--- config.mk ---
export PLATFORM = sky130hd
export DESIGN_NAME = branch_target_buffer_flat
export DESIGN_NICKNAME = d
export VERILOG_FILES = /design/src/rtl/branch_target_buffer_if.sv /design/src/rtl/branch_target_buffer.sv /design/src/flat_wrapper.sv
export SDC_FILE = /design/constraint.sdc
export NUM_CORES = 2
export LEC_CHECK = 0
export ABC_AREA = 1
export CORE_MARGIN = 5
export CORE_UTILIZATION = 58
export CTS_BUF_LIST = sky130_fd_sc_hd__clkbuf_2 sky130_fd_sc_hd__clkbuf_4 sky130_fd_sc_hd__clkbuf_8
export CTS_CLUSTER_SIZE = 8
export DETAILED_ROUTE_END_ITERATION = 8
export HOLD_SLACK_MARGIN = 0.08
export PLACE_DENSITY = 0.77
export SYNTH_ARGS = -nofsm -noshare
export SYNTH_HDL_FRONTEND = slang
export SYNTH_SLANG_ARGS = --single-unit
--- constraint.sdc ---
create_clock -name CLK -period 5.6 [get_ports CLK]
set_input_delay 1.68 -clock CLK [delete_from_list [all_inputs] [get_ports CLK]]
set_output_delay 1.68 -clock CLK [all_outputs]
set_load 0.02 [all_outputs]
--- src/rtl/branch_target_buffer_if.sv ---
// rtl/branch_target_buffer_if.sv - fetch/execute bus between the pipeline and the branch target buffer
//
// Purpose: bundles the IF-stage lookup path, the EX-stage resolve/update path
// and the mispredict redirect path into one bus.
//
// Signals (ADDR_W = PC/target width, must match the attached buffer):
//   lookup_pc      IF-stage PC to predict for
//   pred_hit       valid entry with matching tag for lookup_pc
//   pred_taken     predict taken
//   pred_target    stored target on a hit, else 0
//   update_en      EX resolved a control-flow instruction this cycle
//   update_pc      PC of the resolved instruction
//   update_taken   actual outcome
//   update_target  actual taken target
//   ex_pred_taken  prediction carried down the pipe with the instruction
//   ex_pred_target predicted target carried down the pipe
//   flush_all      invalidate every entry
//   mispredict     EX must redirect fetch and flush IF/ID and ID/EX
//   correct_pc     redirect PC when mispredict
//
// Modports: master = pipeline side, slave = branch target buffer side.

interface branch_target_buffer_if #(
    parameter int ADDR_W = 32
);
    logic [ADDR_W-1:0] lookup_pc;
    logic              pred_hit;
    logic              pred_taken;
    logic [ADDR_W-1:0] pred_target;

    logic              update_en;
    logic [ADDR_W-1:0] update_pc;
    logic              update_taken;
    logic [ADDR_W-1:0] update_target;
    logic              ex_pred_taken;
    logic [ADDR_W-1:0] ex_pred_target;
    logic              flush_all;

    logic              mispredict;
    logic [ADDR_W-1:0] correct_pc;

    modport master (
        output lookup_pc,
        output update_en,
        output update_pc,
        output update_taken,
        output update_target,
        output ex_pred_taken,
        output ex_pred_target,
        output flush_all,
        input  pred_hit,
        input  pred_taken,
        input  pred_target,
        input  mispredict,
        input  correct_pc
    );

    modport slave (
        input  lookup_pc,
        input  update_en,
        input  update_pc,
        input  update_taken,
        input  update_target,
        input  ex_pred_taken,
        input  ex_pred_target,
        input  flush_all,
        output pred_hit,
        output pred_taken,
        output pred_target,
        output mispredict,
        output correct_pc
    );
endinterface

--- src/rtl/branch_target_buffer.sv ---
// rtl/branch_target_buffer.sv - direct-mapped branch target buffer with saturating-counter prediction
//
// Purpose: IF looks up lookup_pc combinationally to choose the next PC; EX
// writes resolved outcomes back at the clock edge and gets a combinational
// mispredict flag plus the corrected fetch PC.
//
// Parameters:
//   ENTRIES  number of direct-mapped entries (power of 2, >= 2)
//   CTR_W    saturating-counter width (>= 1)
//   ADDR_W   PC/target width; PCs are word-aligned, bits [1:0] ignored
//
// Ports:
//   CLK      clock
//   nRST     asynchronous active-low reset
//   bus      branch_target_buffer_if.slave (lookup, update, redirect)
//
// Optional feature (macro BTB_STATS_EN):
//   stat_updates      32-bit saturating count of update_en cycles
//   stat_mispredicts  32-bit saturating count of mispredict cycles
//   Both clear on nRST only; flush_all leaves them alone.

module branch_target_buffer #(
    parameter int ENTRIES = 16,
    parameter int CTR_W   = 2,
    parameter int ADDR_W  = 32
) (
    input  logic                  CLK,
    input  logic                  nRST,
    branch_target_buffer_if.slave bus
`ifdef BTB_STATS_EN
    ,
    output logic [31:0]           stat_updates,
    output logic [31:0]           stat_mispredicts
`endif
);

    localparam int IDX_W = $clog2(ENTRIES);
    localparam int TAG_W = ADDR_W - IDX_W - 2;

    // Weakly-not-taken sits just below the MSB threshold, weakly-taken just
    // at it. With CTR_W=1 these collapse to 0 and 1.
    localparam logic [CTR_W-1:0] CTR_WNT = CTR_W'((1 << (CTR_W - 1)) - 1);
    localparam logic [CTR_W-1:0] CTR_WT  = CTR_W'(1 << (CTR_W - 1));
    localparam logic [CTR_W-1:0] CTR_MAX = {CTR_W{1'b1}};
    localparam logic [CTR_W-1:0] CTR_MIN = {CTR_W{1'b0}};

    // ------------------------------------------------------------------
    // Entry storage
    // ------------------------------------------------------------------
    logic [ENTRIES-1:0] valid_q;
    logic [TAG_W-1:0]   tag_q    [ENTRIES];
    logic [ADDR_W-1:0]  target_q [ENTRIES];
    logic [CTR_W-1:0]   ctr_q    [ENTRIES];

    // ------------------------------------------------------------------
    // Lookup (IF): purely combinational against the registered state, so a
    // same-cycle update to the same index is not visible until next cycle.
    // ------------------------------------------------------------------
    logic [IDX_W-1:0] lk_idx;
    logic [TAG_W-1:0] lk_tag;
    logic             lk_hit;

    assign lk_idx = bus.lookup_pc[IDX_W+1:2];
    assign lk_tag = bus.lookup_pc[ADDR_W-1:IDX_W+2];
    assign lk_hit = valid_q[lk_idx] && (tag_q[lk_idx] == lk_tag);

    assign bus.pred_hit    = lk_hit;
    assign bus.pred_taken  = lk_hit && ctr_q[lk_idx][CTR_W-1];
    assign bus.pred_target = lk_hit ? target_q[lk_idx] : '0;

    // Byte-offset bits of the fetch PC carry no information here.
    logic unused_lookup_lsbs;
    assign unused_lookup_lsbs = ^bus.lookup_pc[1:0];

    // ------------------------------------------------------------------
    // Update (EX): decode the resolved PC and compute the entry's next
    // counter value.
    // ------------------------------------------------------------------
    logic [IDX_W-1:0] up_idx;
    logic [TAG_W-1:0] up_tag;
    logic             up_hit;
    logic [CTR_W-1:0] up_ctr;
    logic [CTR_W-1:0] up_ctr_next;

    assign up_idx = bus.update_pc[IDX_W+1:2];
    assign up_tag = bus.update_pc[ADDR_W-1:IDX_W+2];
    assign up_hit = valid_q[up_idx] && (tag_q[up_idx] == up_tag);
    assign up_ctr = ctr_q[up_idx];

    // Saturating step: never wraps past either end of the range.
    always_comb begin
        up_ctr_next = up_ctr;
        if (bus.update_taken) begin
            if (up_ctr != CTR_MAX) begin
                up_ctr_next = up_ctr + CTR_W'(1);
            end
        end else begin
            if (up_ctr != CTR_MIN) begin
                up_ctr_next = up_ctr - CTR_W'(1);
            end
        end
    end

    // flush_all wins over a same-cycle update, which is simply dropped.
    // A tag miss on a not-taken branch leaves the entry untouched so a
    // not-taken alias cannot evict a useful taken entry.
    always_ff @(posedge CLK or negedge nRST) begin
        if (!nRST) begin
            valid_q <= '0;
            for (int i = 0; i < ENTRIES; i++) begin
                tag_q[i]    <= '0;
                target_q[i] <= '0;
                ctr_q[i]    <= CTR_WNT;
            end
        end else if (bus.flush_all) begin
            valid_q <= '0;
            for (int i = 0; i < ENTRIES; i++) begin
                ctr_q[i] <= CTR_WNT;
            end
        end else if (bus.update_en) begin
            if (up_hit) begin
                ctr_q[up_idx] <= up_ctr_next;
                if (bus.update_taken) begin
                    target_q[up_idx] <= bus.update_target;
                end
            end else if (bus.update_taken) begin
                valid_q[up_idx]  <= 1'b1;
                tag_q[up_idx]    <= up_tag;
                target_q[up_idx] <= bus.update_target;
                ctr_q[up_idx]    <= CTR_WT;
            end
        end
    end

    // ------------------------------------------------------------------
    // Mispredict detection and redirect. A not-taken branch that was
    // predicted not-taken is fine regardless of the carried target.
    // ------------------------------------------------------------------
    logic mispredict_c;

    assign mispredict_c = bus.update_en &&
                          ((bus.ex_pred_taken != bus.update_taken) ||
                           (bus.update_taken && (bus.ex_pred_target != bus.update_target)));

    assign bus.mispredict = mispredict_c;
    assign bus.correct_pc = bus.update_taken ? bus.update_target
                                             : bus.update_pc + ADDR_W'(4);

`ifdef BTB_STATS_EN
    // ------------------------------------------------------------------
    // Event counters: registered, so each event shows up one cycle later.
    // ------------------------------------------------------------------
    always_ff @(posedge CLK or negedge nRST) begin
        if (!nRST) begin
            stat_updates     <= '0;
            stat_mispredicts <= '0;
        end else begin
            if (bus.update_en && (stat_updates != 32'hFFFF_FFFF)) begin
                stat_updates <= stat_updates + 32'd1;
            end
            if (mispredict_c && (stat_mispredicts != 32'hFFFF_FFFF)) begin
                stat_mispredicts <= stat_mispredicts + 32'd1;
            end
        end
    end
`endif

endmodule

--- src/flat_wrapper.sv ---
// flat-port wrapper written by rule: the top's interface ports become plain ports
module branch_target_buffer_flat 
#(
    parameter int ENTRIES = 16,
    parameter int CTR_W   = 2,
    parameter int ADDR_W  = 32
)
  (CLK, nRST, bus_lookup_pc, bus_update_en, bus_update_pc, bus_update_taken, bus_update_target, bus_ex_pred_taken, bus_ex_pred_target, bus_flush_all, bus_pred_hit, bus_pred_taken, bus_pred_target, bus_mispredict, bus_correct_pc);
  branch_target_buffer_if #(.ADDR_W(ADDR_W)) bus_i ();
  input  logic CLK;
  input  logic nRST;
  input wire logic [$bits(bus_i.lookup_pc)-1:0] bus_lookup_pc;
  input wire logic [$bits(bus_i.update_en)-1:0] bus_update_en;
  input wire logic [$bits(bus_i.update_pc)-1:0] bus_update_pc;
  input wire logic [$bits(bus_i.update_taken)-1:0] bus_update_taken;
  input wire logic [$bits(bus_i.update_target)-1:0] bus_update_target;
  input wire logic [$bits(bus_i.ex_pred_taken)-1:0] bus_ex_pred_taken;
  input wire logic [$bits(bus_i.ex_pred_target)-1:0] bus_ex_pred_target;
  input wire logic [$bits(bus_i.flush_all)-1:0] bus_flush_all;
  output wire logic [$bits(bus_i.pred_hit)-1:0] bus_pred_hit;
  output wire logic [$bits(bus_i.pred_taken)-1:0] bus_pred_taken;
  output wire logic [$bits(bus_i.pred_target)-1:0] bus_pred_target;
  output wire logic [$bits(bus_i.mispredict)-1:0] bus_mispredict;
  output wire logic [$bits(bus_i.correct_pc)-1:0] bus_correct_pc;
  assign bus_i.lookup_pc = bus_lookup_pc;
  assign bus_i.update_en = bus_update_en;
  assign bus_i.update_pc = bus_update_pc;
  assign bus_i.update_taken = bus_update_taken;
  assign bus_i.update_target = bus_update_target;
  assign bus_i.ex_pred_taken = bus_ex_pred_taken;
  assign bus_i.ex_pred_target = bus_ex_pred_target;
  assign bus_i.flush_all = bus_flush_all;
  assign bus_pred_hit = bus_i.pred_hit;
  assign bus_pred_taken = bus_i.pred_taken;
  assign bus_pred_target = bus_i.pred_target;
  assign bus_mispredict = bus_i.mispredict;
  assign bus_correct_pc = bus_i.correct_pc;
  branch_target_buffer #(.ENTRIES(ENTRIES), .CTR_W(CTR_W), .ADDR_W(ADDR_W)) u_core (.CLK(CLK), .nRST(nRST), .bus(bus_i));
endmodule
# ---- After elaboration in Yosys (flattened, before gate mapping)
# Cells that the tools add are included.
dict set report op_classes {
  addsub 3
  magnitude_cmp 6
  eq_ne 6
  n_mux 43
  n_bitwise 8
  n_reduce_logical 16
}
# cell n
set op_table {}
lappend op_table {{bitwise mux 512 bit} 1}
lappend op_table {{bitwise mux 416 bit} 1}
lappend op_table {{2-to-1 mux 32 bit} 9}
lappend op_table {{binary-select mux 26 bit (select 4 bit)} 2}
lappend op_table {{2-to-1 mux 26 bit} 5}
lappend op_table {{binary-select mux 32 bit (select 4 bit)} 1}
lappend op_table {{demux 32 bit (select 4 bit)} 1}
lappend op_table {{demux 26 bit (select 4 bit)} 1}
lappend op_table {{2-to-1 mux 16 bit} 4}
lappend op_table {{== test 26 bit} 2}
lappend op_table {{adder 32 x 3 -> 32 bit (second input constant)} 1}
lappend op_table {{bitwise mux 32 bit} 1}
lappend op_table {{!= test 32 bit} 1}
lappend op_table {{bitwise OR 16 bit} 2}
lappend op_table {{AND 16 bit} 1}
lappend op_table {{binary-select mux 2 bit (select 4 bit)} 2}
lappend op_table {{2-to-1 mux 2 bit} 8}
lappend op_table {{NOT 16 bit} 1}
lappend op_table {{greater-or-equal comparator 5 bit (second input constant)} 2}
lappend op_table {{less-than comparator 4 x 5 -> 1 bit (second input constant)} 2}
lappend op_table {{NOT 4 -> 5 bit} 2}
lappend op_table {{binary-select mux 1 bit (select 4 bit)} 2}
lappend op_table {{demux 2 bit (select 4 bit)} 1}
lappend op_table {{logical AND 1 bit} 7}
lappend op_table {{15 further kinds} 22}
dict set report totals {
  ff_bits 976
  inputBits 134
  out_inout_bits 67
}

# ---- Longest topological paths before layout
dict set report logic_depth {
  ltp_word 11
  mapped_depth 24
  ltp_nobuf 19
}

# ---- Worst setup path before layout
# OpenSTA, ideal clock, no wires.
dict set report synth_timing {
  kind {input to output}
  startpoint {input bus_lookup_pc[3]}
  endpoint {output bus_pred_target[12]}
  arrival_time_ns 4.151
  required_ns 3.920
  setup_slack_ns -0.231
  stages 13
  path_buffers 4
  cell_sequence {clkbuf_1 -> clkbuf_1 -> clkbuf_1 -> o211ai_1 -> nand3_1 -> o21ai_0 -> o21ai_0 -> xnor2_1 -> nand2_1 -> nor3_1 -> nand3_1 -> clkbuf_1 -> nor3_1}
}
dict set report synth_via {
  elab_chain_len 7
}
# item line_no
set synth_lines {}
lappend synth_lines {{from (decl)} flat_wrapper.sv:12} ;# input wire logic [$bits(bus_i.lookup_pc)-1:0] bus_lookup_pc;
lappend synth_lines {{NOT 4 -> 5 bit (implied by the code)} {branch_target_buffer.sv:65, branch_target_buffer.sv:69}}
lappend synth_lines {{binary-select mux 26 bit (select 4 bit)} branch_target_buffer.sv:65} ;# assign lk_hit = valid_q[lk_idx] && (tag_q[lk_idx] == lk_tag);
lappend synth_lines {{2-to-1 mux 26 bit (implied by the code) (2 in series)} branch_target_buffer.sv:65}
lappend synth_lines {{== test 26 bit} branch_target_buffer.sv:65}
lappend synth_lines {{logical AND 1 bit} branch_target_buffer.sv:65}
lappend synth_lines {{2-to-1 mux 32 bit (*)} branch_target_buffer.sv:69} ;# assign bus.pred_target = lk_hit ? target_q[lk_idx] : '0;
lappend synth_lines {{to (decl)} flat_wrapper.sv:22} ;# output wire logic [$bits(bus_i.pred_target)-1:0] bus_pred_target;
# Mark *: on every way between the ends. The rest lies on a longest branch, timed or not. The select of a mux whose other input is x is not followed.

# ---- Worst setup path in the final report
dict set report layout_timing {
  startpoint {input bus_lookup_pc[3]}
  endpoint {output bus_pred_target[20]}
}
# The elaborated chain is that of the path after synthesis.

==> results_dict.tcl <==
set metrics [dict create \
    internal_power_mw 13.5 \
    route.detailed.drc 0 \
    cp_slowest_cell "a22o_1" \
    syn_area_mm2 0.0531 \
    hold_viol 0 \
    start_util_pct 58.2 \
    core_area_mm2 0.0912 \
    fin_util_pct 71.7 \
    dp_slack_ps -1290 \
    tns_ps -8160 \
    cpMostUsedCell "buf_12" \
    ant_nets 0 \
    endpoint_kind "primary output" \
    gp_congestion 0.983 \
    min_period_ps 5900 \
    finalPower_mw 19.5 \
    num_rows 111 \
    min_path_type "reg -> reg" \
    regArea_mm2 0.0244 \
    crit_path_cell_trace "buf_16, buf_12, buf_12, buf_8, buf_8, o211ai_1, nand3_1, nand3_2, nand2_2, a22o_1, nor2_1, nand2_1, nor2_4, nand2_8, buf_12, buf_16, nor3_4, buf_6" \
    top_level_ports 201 \
    critPathKind "in -> out" \
    maxSlewHeadroom_pct 29.1 \
    outcome "finished with violations" \
    setup_viol 39 \
    startpoint_type "input port" \
    path_delay_family "buffers and inverters" \
    die_w_um 313 \
    die_area_mm2 0.0977 \
    worstPathRequired_ps 3920 \
    max_freq_mhz 169 \
    drt_first_pass_iters 9 \
    final-max-slew-violation-count 0 \
    yosys_warnings 0 \
    p_comb_share_pct 20.1 \
    p_seq_share_pct 44.4 \
    cp_max_fo 8 \
    synth_seq_area_share_pct 46.1 \
    grt_start_max_net_pins 166 \
    grt.total_usage_pct 38.6 \
    dp_cells 8525 \
    yosys_most_used_dff "dfrtp_1" \
    cts_root_buf "clkbuf_8" \
    dpl-instance-area_mm2 0.0597 \
    cts_buffers 168 \
    synthCells 7214 \
    synth.avg_cell_area_um2 7.36 \
    grt_pass1_vias 51700 \
    grt_overflow 0 \
    synth_edf_count 0 \
    synth-seq-cells 976 \
    slowest_delay_ps 230 \
    port_buffers 198 \
    viasPerCell 6.11 \
    wl_per_cell_um 21.8 \
    swShare_pct 31.0 \
    drtIter0Drc 7570 \
    path_buf_inv 8 \
    rsz0062_at_grt "yes" \
    tightest_slew_ps 1060 \
    fillers 6929 \
    cap_viol_max_count 0 \
    power.share.clock_pct 35.5 \
    synth_nets 7352 \
    worst_slack_ps -301 \
    power_density_mw_per_mm2 298 \
    async_reset_ff_share_pct 100 \
    finalCritPeriodShare_pct 105 \
    vias 54400 \
    grt_pass1_wl_mm 297 \
    hold_slack_ps 470 \
    layout.nets 7723 \
    ir_worst_vdd_mv 0.296 \
    finalWirelength_mm 194 \
    final_cells 8902 \
    drive_above_1_share_pct 16.0 \
    cp_data_arrival_time_ps 4220 \
    hpwl_mm 119 \
    clk_pin_slew_worst_paths_ps 50 \
    multi_input_area_mm2 0.0250 \
    clock_latency_ps 900 \
    htree_levels 4 \
    cts_tree "yes" \
    antenna_found_initial 5 \
    synth_cell_types 44 \
    clockBufferDepth 3 \
    finish.instance_area_mm2 0.0654 \
    syn_to_final_growth_pct 23.2 \
    p_leak_nw 31.2 \
    final.setup_skew_ps 54.0 \
    clock_sinks 976 \
    violations "setup timing" \
    die_y_um 313 \
    switching_power_mw 6.05 \
]
cells by family (layout without fill, tap and decap cells):
logic type	count (synthesis)	after routing	share of synthesized area (%)
compound gates	2003	2003	19.7
xor+xnor	35	35	0.578
fa+ha+maj	4	4	0.0943
buf+inv	1219	1717	9.16
flops	976	976	46.1
mux	158	158	3.13
other cells	0	4	0
simple gates	2819	2819	21.3
cells in the final DEF, fill, tap and decap left out, drive strengths merged, types with 5 or more instances in the layout:
cell type,netlist,final
nand2,2134,2134
o21ai,1469,1469
dfrtp,960,960
inv,637,642
buf,200,627
nand3,388,388
a21oi,344,344
clkbuf,378,290
nor2,214,214
clkdlybuf4s50,0,120
o211ai,114,114
mux2i,96,96
mux2,62,62
o22ai,49,49
nor3,48,48
nand4,24,24
xor2,23,23
clkinv,4,17
dfstp,16,16
xnor2,12,12
a31oi,8,8
dlygate4sd2,0,7
bufbuf,0,5
nor4,5,5
path summary, 6_finish.rpt:
check | startpoint | end | slack [ps] | cells past startpoint
hold / removal | u_core.ctr_q[28] | u_core.ctr_q[28] | 470 | 2
hold reg to reg | u_core.ctr_q[28] | u_core.ctr_q[28] | 470 | 2
setup reg to reg | u_core.tag_q[185] | u_core.tag_q[311] | 2560 | 20
max in group asynchronous | nRST | u_core.tag_q[43] | 3580 | 2
min in group asynchronous | nRST | u_core.tag_q[387] | 810 | 1
setup / recovery | bus_lookup_pc[3] | bus_pred_target[20] | -300 | 18
power groups by stage:
stage	Sequential [mW]	Combinational (mW)	Clock (mW)
after global placement	8.69	3.52	0
after detailed placement	8.74	3.63	0
after global routing	8.77	4.36	7.29
after floorplan	8.60	2.36	0
after CTS	8.64	3.76	6.94
final	8.67	3.92	6.92
routing by layer:
| layer | part of all wire (%) | track usage, % | wire (um) | vias to the layer above |
|---|---|---|---|---|
| met2 | 44 | 58.6 | 84800 | 3726 |
| li1 | - | - | - | 24300 |
| met5 | 0.017 | 0 | 33 | - |
| met4 | 6.8 | 22.9 | 13300 | 6 |
| met1 | 37 | 49.4 | 71100 | 25500 |
| met3 | 13 | 11.5 | 24900 | 831 |
worst reg2reg max path, stage by stage (launching register included):
cell and delay (ps):
dfrtp_1 360, inv_1 60, nand2_1 50, nand3_1 80, nand2_1 110, nand2_1 70, nand2_1 140, nor2_1 50
nor2_1 400, nor2_1 120, nand2_1 90, nor2_1 60, nand2_1 110, nor2_4 60, nand2_4 80, nand2_2 90
buf_12 180, nor2_4 370, buf_4 350, nand2_1 80, o21ai_1 80
sequential cells by signal (all words and copies together), names as in the netlist:
name,flops
u_core.target_q,512
u_core.tag_q,416
u_core.ctr_q,32
u_core.valid_q,16
final cells by class:
cell class,instances,area share (%)
Sequential cell,976,37.4
Multi-Input combinational cell,5019,38.2
Clock inverter,19,0.241
Timing Repair Buffer,779,13.0
Antenna cell,4,0.0153
Inverter,641,3.71
Clock buffer,278,5.23
Tap cell,1186,2.27
Yosys cell counts (23+ instances only):
| master | n | area, um^2 |
|---|---|---|
| nand2_1 | 2132 | 8000 |
| nand4_1 | 24 | 150 |
| clkbuf_1 | 378 | 1420 |
| buf_1 | 70 | 263 |
| a21oi_1 | 344 | 1720 |
| nand3_1 | 387 | 1940 |
| mux2i_1 | 96 | 961 |
| o21ai_1 | 225 | 1130 |
| xor2_1 | 23 | 201 |
| buf_2 | 103 | 515 |
| mux2_2 | 62 | 698 |
| o21ai_0 | 1244 | 6230 |
| nor3_1 | 47 | 235 |
| o211ai_1 | 114 | 856 |
| inv_1 | 625 | 2350 |
| o22ai_1 | 49 | 307 |
| dfrtp_1 | 960 | 24000 |
| nor2_1 | 197 | 739 |
repair_timing:
item                                    in CTS  in global routing
setup buffers                               34                 32
pin swaps                                   70                 95
hold buffers                                 0                  0
resized for setup                          482                172
endpoints found under the setup margin      59                 54
gates cloned                                14                  5
(Power assumes the default switching activity.)
